**src/rtl/me_fullsearch.sv**
```systemverilog
`default_nettype none
// ============================================================================
// Module   : me_fullsearch
// Purpose  : Full-search integer motion estimation with early abort and
//            threshold termination; valid/ready on block input and result.
// Revision : 1.0 - initial release
// ============================================================================
module me_fullsearch #(
    parameter int BLK_DIM      = 4,
    parameter int SEARCH_RANGE = 8,
    parameter int PIX_W        = 8,
    parameter int CW           = $clog2(BLK_DIM + 2*SEARCH_RANGE),
    parameter int MVW          = $clog2(SEARCH_RANGE+1) + 1,
    parameter int SW           = PIX_W + 2*$clog2(BLK_DIM)
) (
    input  logic                     clk,
    input  logic                     rst,
    input  logic                     cur_valid,
    output logic                     cur_ready,
    input  logic [BLK_DIM*PIX_W-1:0] cur_row,
    input  logic                     early_term_en,
    input  logic [SW-1:0]            sad_thresh,
    output logic                     ref_rd_en,
    output logic [CW-1:0]            ref_rd_x,
    output logic [CW-1:0]            ref_rd_y,
    input  logic [BLK_DIM*PIX_W-1:0] ref_rd_data,
    output logic                     res_valid,
    input  logic                     res_ready,
    output logic signed [MVW-1:0]    mv_x,
    output logic signed [MVW-1:0]    mv_y,
    output logic [SW-1:0]            min_sad,
    output logic [15:0]              cand_cnt
);

    localparam int              RW         = $clog2(BLK_DIM);
    localparam logic [CW-1:0]   c_LAST     = CW'(2*SEARCH_RANGE);
    localparam logic [RW-1:0]   c_ROW_LAST = RW'(BLK_DIM-1);

    typedef enum logic [1:0] {
        S_LOAD   = 2'd0,
        S_SEARCH = 2'd1,
        S_DONE   = 2'd2
    } state_t;

    state_t r_state, w_state_nxt;

    logic                     r_live;
    logic [BLK_DIM*PIX_W-1:0] r_cur [BLK_DIM];
    logic [RW-1:0]            r_load_row;
    logic                     r_et_en;
    logic [SW-1:0]            r_thresh;
    logic [CW-1:0]            r_px, r_py;
    logic [RW-1:0]            r_prow;
    logic                     r_all_issued;
    logic                     r_ret_valid;
    logic [CW-1:0]            r_ret_x, r_ret_y;
    logic [RW-1:0]            r_ret_row;
    logic [SW-1:0]            r_acc, r_best_sad;
    logic [CW-1:0]            r_best_x, r_best_y;
    logic [15:0]              r_cand_cnt;

    logic                     w_accept, w_load_last;
    logic [BLK_DIM*PIX_W-1:0] w_cur_sel;
    logic [PIX_W-1:0]         w_ad [BLK_DIM];
    logic [SW-1:0]            w_row_sad, w_acc_new;
    logic                     w_ret_search, w_drop, w_complete, w_term;
    logic [CW-1:0]            w_nx, w_ny;
    logic                     w_iss_en;
    logic [CW-1:0]            w_iss_x, w_iss_y;
    logic [RW-1:0]            w_iss_row;
    logic [CW-1:0]            w_best_x_nxt, w_best_y_nxt;
    logic [SW-1:0]            w_best_sad_nxt;

    assign cur_ready   = (r_state == S_LOAD) && r_live;
    assign w_accept    = cur_valid && cur_ready;
    assign w_load_last = w_accept && (r_load_row == c_ROW_LAST);

    assign w_cur_sel = r_cur[r_ret_row];

    for (genvar i = 0; i < BLK_DIM; i++) begin : g_absdiff
        logic [PIX_W-1:0] w_a, w_b;
        assign w_a    = w_cur_sel[i*PIX_W +: PIX_W];
        assign w_b    = ref_rd_data[i*PIX_W +: PIX_W];
        assign w_ad[i] = (w_a >= w_b) ? (w_a - w_b) : (w_b - w_a);
    end

    always_comb begin
        w_row_sad = '0;
        for (int i = 0; i < BLK_DIM; i++) begin
            w_row_sad = w_row_sad + SW'(w_ad[i]);
        end
    end

    assign w_acc_new    = (r_ret_row == '0) ? w_row_sad : (r_acc + w_row_sad);
    assign w_ret_search = (r_state == S_SEARCH) && r_ret_valid;
    assign w_drop       = w_ret_search && (w_acc_new >= r_best_sad);
    assign w_complete   = w_ret_search && (r_ret_row == c_ROW_LAST) && !w_drop;
    assign w_term       = ((w_drop || w_complete) && (r_ret_x == c_LAST) && (r_ret_y == c_LAST))
                        || (w_complete && r_et_en && (w_acc_new <= r_thresh));

    // Successor of the candidate whose data is returning, in raster order
    assign w_nx = (r_ret_x == c_LAST) ? '0 : (r_ret_x + CW'(1));
    assign w_ny = (r_ret_x == c_LAST) ? (r_ret_y + CW'(1)) : r_ret_y;

    always_comb begin
        w_iss_en  = 1'b0;
        w_iss_x   = r_px;
        w_iss_y   = r_py;
        w_iss_row = r_prow;
        if ((r_state == S_SEARCH) && !w_term) begin
            if (w_drop) begin
                w_iss_en  = 1'b1;
                w_iss_x   = w_nx;
                w_iss_y   = w_ny;
                w_iss_row = '0;
            end else if (!r_all_issued) begin
                w_iss_en = 1'b1;
            end
        end
    end

    assign ref_rd_en = w_iss_en;
    assign ref_rd_x  = w_iss_x;
    assign ref_rd_y  = w_iss_y + CW'(w_iss_row);

    assign w_best_x_nxt   = w_complete ? r_ret_x   : r_best_x;
    assign w_best_y_nxt   = w_complete ? r_ret_y   : r_best_y;
    assign w_best_sad_nxt = w_complete ? w_acc_new : r_best_sad;

    always_ff @(posedge clk or posedge rst) begin
        if (rst) r_state <= S_LOAD;
        else     r_state <= w_state_nxt;
    end

    always_comb begin
        w_state_nxt = r_state;
        res_valid   = 1'b0;
        case (r_state)
            S_LOAD:   if (w_load_last) w_state_nxt = S_SEARCH;
            S_SEARCH: if (w_term) w_state_nxt = S_DONE;
            S_DONE: begin
                res_valid = 1'b1;
                if (res_ready) w_state_nxt = S_LOAD;
            end
            default:  w_state_nxt = S_LOAD;
        endcase
    end

    // Current-block store carries no control meaning, so it needs no reset
    always_ff @(posedge clk) begin
        if (w_accept) r_cur[r_load_row] <= cur_row;
    end

    always_ff @(posedge clk or posedge rst) begin
        if (rst) begin
            r_live       <= 1'b0;
            r_load_row   <= '0;
            r_et_en      <= 1'b0;
            r_thresh     <= '0;
            r_px         <= '0;
            r_py         <= '0;
            r_prow       <= '0;
            r_all_issued <= 1'b0;
            r_ret_valid  <= 1'b0;
            r_ret_x      <= '0;
            r_ret_y      <= '0;
            r_ret_row    <= '0;
            r_acc        <= '0;
            r_best_sad   <= '1;
            r_best_x     <= '0;
            r_best_y     <= '0;
            r_cand_cnt   <= '0;
            mv_x         <= '0;
            mv_y         <= '0;
            min_sad      <= '0;
            cand_cnt     <= '0;
        end else begin
            r_live      <= 1'b1;
            r_ret_valid <= w_iss_en;
            r_ret_x     <= w_iss_x;
            r_ret_y     <= w_iss_y;
            r_ret_row   <= w_iss_row;

            if (w_accept) begin
                if (w_load_last) begin
                    r_load_row   <= '0;
                    r_et_en      <= early_term_en;
                    r_thresh     <= sad_thresh;
                    r_px         <= '0;
                    r_py         <= '0;
                    r_prow       <= '0;
                    r_all_issued <= 1'b0;
                    r_best_sad   <= '1;
                    r_best_x     <= '0;
                    r_best_y     <= '0;
                    r_cand_cnt   <= '0;
                end else begin
                    r_load_row <= r_load_row + RW'(1);
                end
            end

            if (w_iss_en) begin
                if (w_iss_row == '0) r_cand_cnt <= r_cand_cnt + 16'd1;
                if (w_iss_row == c_ROW_LAST) begin
                    r_prow <= '0;
                    if (w_iss_x == c_LAST) begin
                        r_px <= '0;
                        if (w_iss_y == c_LAST) r_all_issued <= 1'b1;
                        else                   r_py <= w_iss_y + CW'(1);
                    end else begin
                        r_px <= w_iss_x + CW'(1);
                        r_py <= w_iss_y;
                    end
                end else begin
                    r_prow <= w_iss_row + RW'(1);
                    r_px   <= w_iss_x;
                    r_py   <= w_iss_y;
                end
            end

            if (w_ret_search) r_acc <= w_acc_new;

            if (w_complete) begin
                r_best_sad <= w_acc_new;
                r_best_x   <= r_ret_x;
                r_best_y   <= r_ret_y;
            end

            if (w_term) begin
                mv_x     <= MVW'(w_best_x_nxt) - MVW'(SEARCH_RANGE);
                mv_y     <= MVW'(w_best_y_nxt) - MVW'(SEARCH_RANGE);
                min_sad  <= w_best_sad_nxt;
                cand_cnt <= r_cand_cnt;
            end
        end
    end

endmodule
`default_nettype wire

```
**config.mk**
```make
export PLATFORM = sky130hd
export DESIGN_NAME = me_fullsearch
export DESIGN_NICKNAME = d
export VERILOG_FILES = /design/src/rtl/me_fullsearch.sv
export SDC_FILE = /design/constraint.sdc
export NUM_CORES = 1
export LEC_CHECK = 0
export ABC_CLOCK_PERIOD_IN_PS = 12800
export BUFFER_PORTS_ARGS = -buffer_cell sky130_fd_sc_hd__buf_2
export CORE_MARGIN = 2
export CORE_UTILIZATION = 35
export CTS_CLUSTER_DIAMETER = 60
export CTS_CLUSTER_SIZE = 28
export DETAILED_ROUTE_END_ITERATION = 7
export PLACE_DENSITY = 0.57
export SKIP_LAST_GASP = 1
export SYNTH_ARGS = -nofsm -noshare
export SYNTH_HDL_FRONTEND = slang
export SYNTH_SLANG_ARGS = --single-unit
```
**constraint.sdc**
```tcl
create_clock -name clk -period 12.8 [get_ports clk]
set_clock_uncertainty 0.05 [all_clocks]
set_input_delay 1.28 -clock clk [delete_from_list [all_inputs] [get_ports clk]]
set_output_delay 1.28 -clock clk [all_outputs]
set_load 0.01 [all_outputs]
```
==> flow_metrics.py <==
metrics = {
    "floorplanning": {
        "start_util": 0.353,
        "fp.coreArea_um2": 42900,
        "fp.dieW_um": 212,
        "rows": 76,
        "dieArea_um2": 44900,
        "die_y_um": 212,
        "ios": 132,
    },
    "flow_run": {
        "cap_violations": 0,
    },
    "placed_design": {
        "gp_congestion": 0.855,
        "hpwl_um": 26100,
        "port_buffers": 131,
    },
    "grt": {
        "overflow": 0,
        "antenna_found_initial": 6,
        "grt_max_degree": 76,
        "grt_pass1_vias": 10400,
        "grt_first_pass_wirelength_um": 55600,
        "track_usage": 0.157,
    },
    "cts": {
        "clk_latency_ns": 0.56,
        "cts_max_path_buffers": 3,
        "cts_tree": "done",
        "cts_hold_buf": 0,
        "cts_root_buf": "clkbuf_16",
        "cts_sinks": 260,
        "htreeDepth": 1,
        "clk_pin_slew_ns": 0.07,
        "cts_made_buffers": 23,
    },
    "detailed_routing": {
        "drc": 0,
        "wirelength_um": 35200,
        "viasPerCell": 4.92,
        "drt_iter0_markers": 586,
        "dr.pass1.iters": 5,
        "ant_nets": 0,
        "wl_per_cell_um": 16.7,
        "vias": 10400,
    },
    "worst_hold_path": {
        "hold_class": "reg2reg",
    },
    "sta": {
        "layout_min_cycle_time_ns": 12.06,
        "setup_violations": 0,
        "hold_viol": 0,
        "tightest_slew_ns": 0.979,
        "whs_ns": 0.422,
        "slew_headroom": 0.348,
        "final_max_slew_viol_count": 0,
        "finalCritPeriodShare": 0.942,
        "clock.fmax_mhz": 82.9,
    },
    "synth": {
        "synth-seq-cells": 260,
        "avgSynthCellArea_um2": 11.0,
        "synth_edf_count": 128,
        "synth_area_leader_cell": "edfxtp_1",
        "async_flop_share": 0.508,
        "synthCells": 1374,
        "synth_top_area_frac": 0.254,
        "synth.area.top_cells": "edfxtp_1 (25%), dfrtp_1 (20%), ha_1 (10%), mux4_2 (4.8%), nand2_1 (4.1%)",
        "ys_warn_count": 0,
        "synth.lib_cells_used.distinct": 77,
        "syn-cell-area_um2": 15100,
        "syn-num-nets": 1603,
        "synth-main-ff-cell": "edfxtp_1",
        "ys_seq_area_frac": 0.474,
    },
    "finish": {
        "final_util": 0.402,
        "nets": 1729,
        "drive_above_1_share": 0.185,
        "syn_to_final_growth_pct": 14.1,
    },
    "worst_setup_path": {
        "cpPeakStageDelay_ns": 0.54,
        "worst-setup-path-type": "reg2out",
        "start_kind": "register",
        "crit_arrival_ns": 10.73,
        "end_kind": "output pin",
        "crit_top_cell": "inv_1",
        "crit_fanout": 23,
        "cp.required_ns": 11.47,
        "slowest_stage": "dfrtp_2",
    },
    "status": {
        "outcome": "finished, final reports clean",
    },
}
[stage by stage]
stage	instance area (um^2)	setup TNS [ns]	worst slack, ns	instances
floorplan	15100	0	1.63	1374
global placement	16400	0	0.997	2057
detailed placement	16400	0	0.880	2057
CTS	17200	0	0.249	2099
global route	17200	-0.0255	-0.0255	2103
finish	17200	0	0.742	2103
[synthesized netlist by cell type (all sizes together) (3+ instances only)]
cell and count:
a2111oi 4, mux2 15, a32o 3, a31oi 6
o2111ai 3, nor3 11, a211o 5, mux2i 41
xnor2 35, dfrtp 120, inv 162, nor2 66
nand2b 10, edfxtp 128, o31ai 15, dfstp 12
and4 5, a21oi 76, o21ai 73, nand4 12
nor2b 4, mux4 32, buf 20, ha 122
nor3b 4, nand2 168, or2 6, fa 26
a21o 26, xor2 17, o21a 4, clkbuf 28
and2 8, nand3 31, or3 7, o21bai 4
o211ai 19, and3 14, a21boi 4
[state kept, by name, indices dropped and copies added, names as in the netlist, 12 cells and up]
register,flops
r_cur,128
r_best_sad,12
r_cand_cnt,16
r_thresh,12
min_sad,12
cand_cnt,16
r_acc,12
[what timing repair did]
item | 4_1_cts | 5_1_grt
setup endpoints to repair | 0 | 5
hold endpoints to repair | 0 | 0
gates resized for setup | 0 | 6
setup buffers | 0 | 3
[worst paths after layout]
kind / start / to / slack, ns / cells past startpoint
worst max-delay path: r_ret_row[0]$_DFF_PP0_ / ref_rd_y[4] / 0.74 / 41
worst min-delay path: r_all_issued$_DFF_PP0_ / r_all_issued$_DFF_PP0_ / 0.42 / 2
worst max register to register: r_ret_row[0]$_DFF_PP0_ / r_py[2]$_DFF_PP0_ / 1.65 / 41
worst min register to register: r_all_issued$_DFF_PP0_ / r_all_issued$_DFF_PP0_ / 0.42 / 2
max in group asynchronous: rst / r_ret_row[0]$_DFF_PP0_ / 10.38 / 3
min in group asynchronous: rst / mv_y[1]$_DFFE_PP0P_ / 0.79 / 2
[kinds of logic after synthesis]
family,share of synthesized area
AND/OR/NAND/NOR,0.107
AO/OA/AOI/OAI,0.114
flip-flops,0.474
buffers and inverters,0.0543
adder cells (fa/ha/maj),0.135
multiplexers,0.0860
XOR/XNOR,0.0301
other,0.000248
[metal layers]
layer / global-route usage / wire [um] / vias to the layer above
met2: 0.257 / 16400 / 158
met3: 0.0384 / 1930 / 47
met1: 0.209 / 16200 / 5068
met4: 0.0369 / 603 / 10
met5: 0 / 65 / -
li1: - / - / 5070
[cell type report]
| cell class | count | area, um^2 |
|---|---|---|
| inverters | 162 | 611 |
| diodes | 1 | 2.50 |
| well taps | 585 | 732 |
| clock buffers | 26 | 587 |
| repair buffers | 149 | 795 |
| clock inverters | 16 | 203 |
| fillers | 4160 | 25600 |
| flip-flops and latches | 260 | 7160 |
| multi-input cells | 904 | 7150 |
[layout by cell type (no fill, tap or decap), types with 15 or more instances in the layout]
cell type / n
fa_1: 26
o21ai_0: 56
mux2_2: 15
buf_4: 17
mux4_2: 32
a21oi_1: 73
o211ai_1: 19
mux2i_1: 41
dfrtp_1: 119
a21o_1: 26
buf_2: 131
clkbuf_16: 23
xor2_1: 17
nand3_1: 30
ha_1: 122
edfxtp_1: 128
nand2_1: 165
nor2_1: 66
xnor2_1: 34
inv_1: 158
[worst max-delay path: cells and delay by family (launching register included)]
kind,cells,cell delay [ns]
compound gates,15,3.32
xor+xnor,4,0.77
fa+ha+maj,8,2.94
buf+inv,8,1.09
flops,1,0.54
mux,2,0.86
simple gates,4,0.64
Power is left out: the tool's default activity adds up to more than one toggle a clock period on the data nets, which glitch-free logic cannot reach.
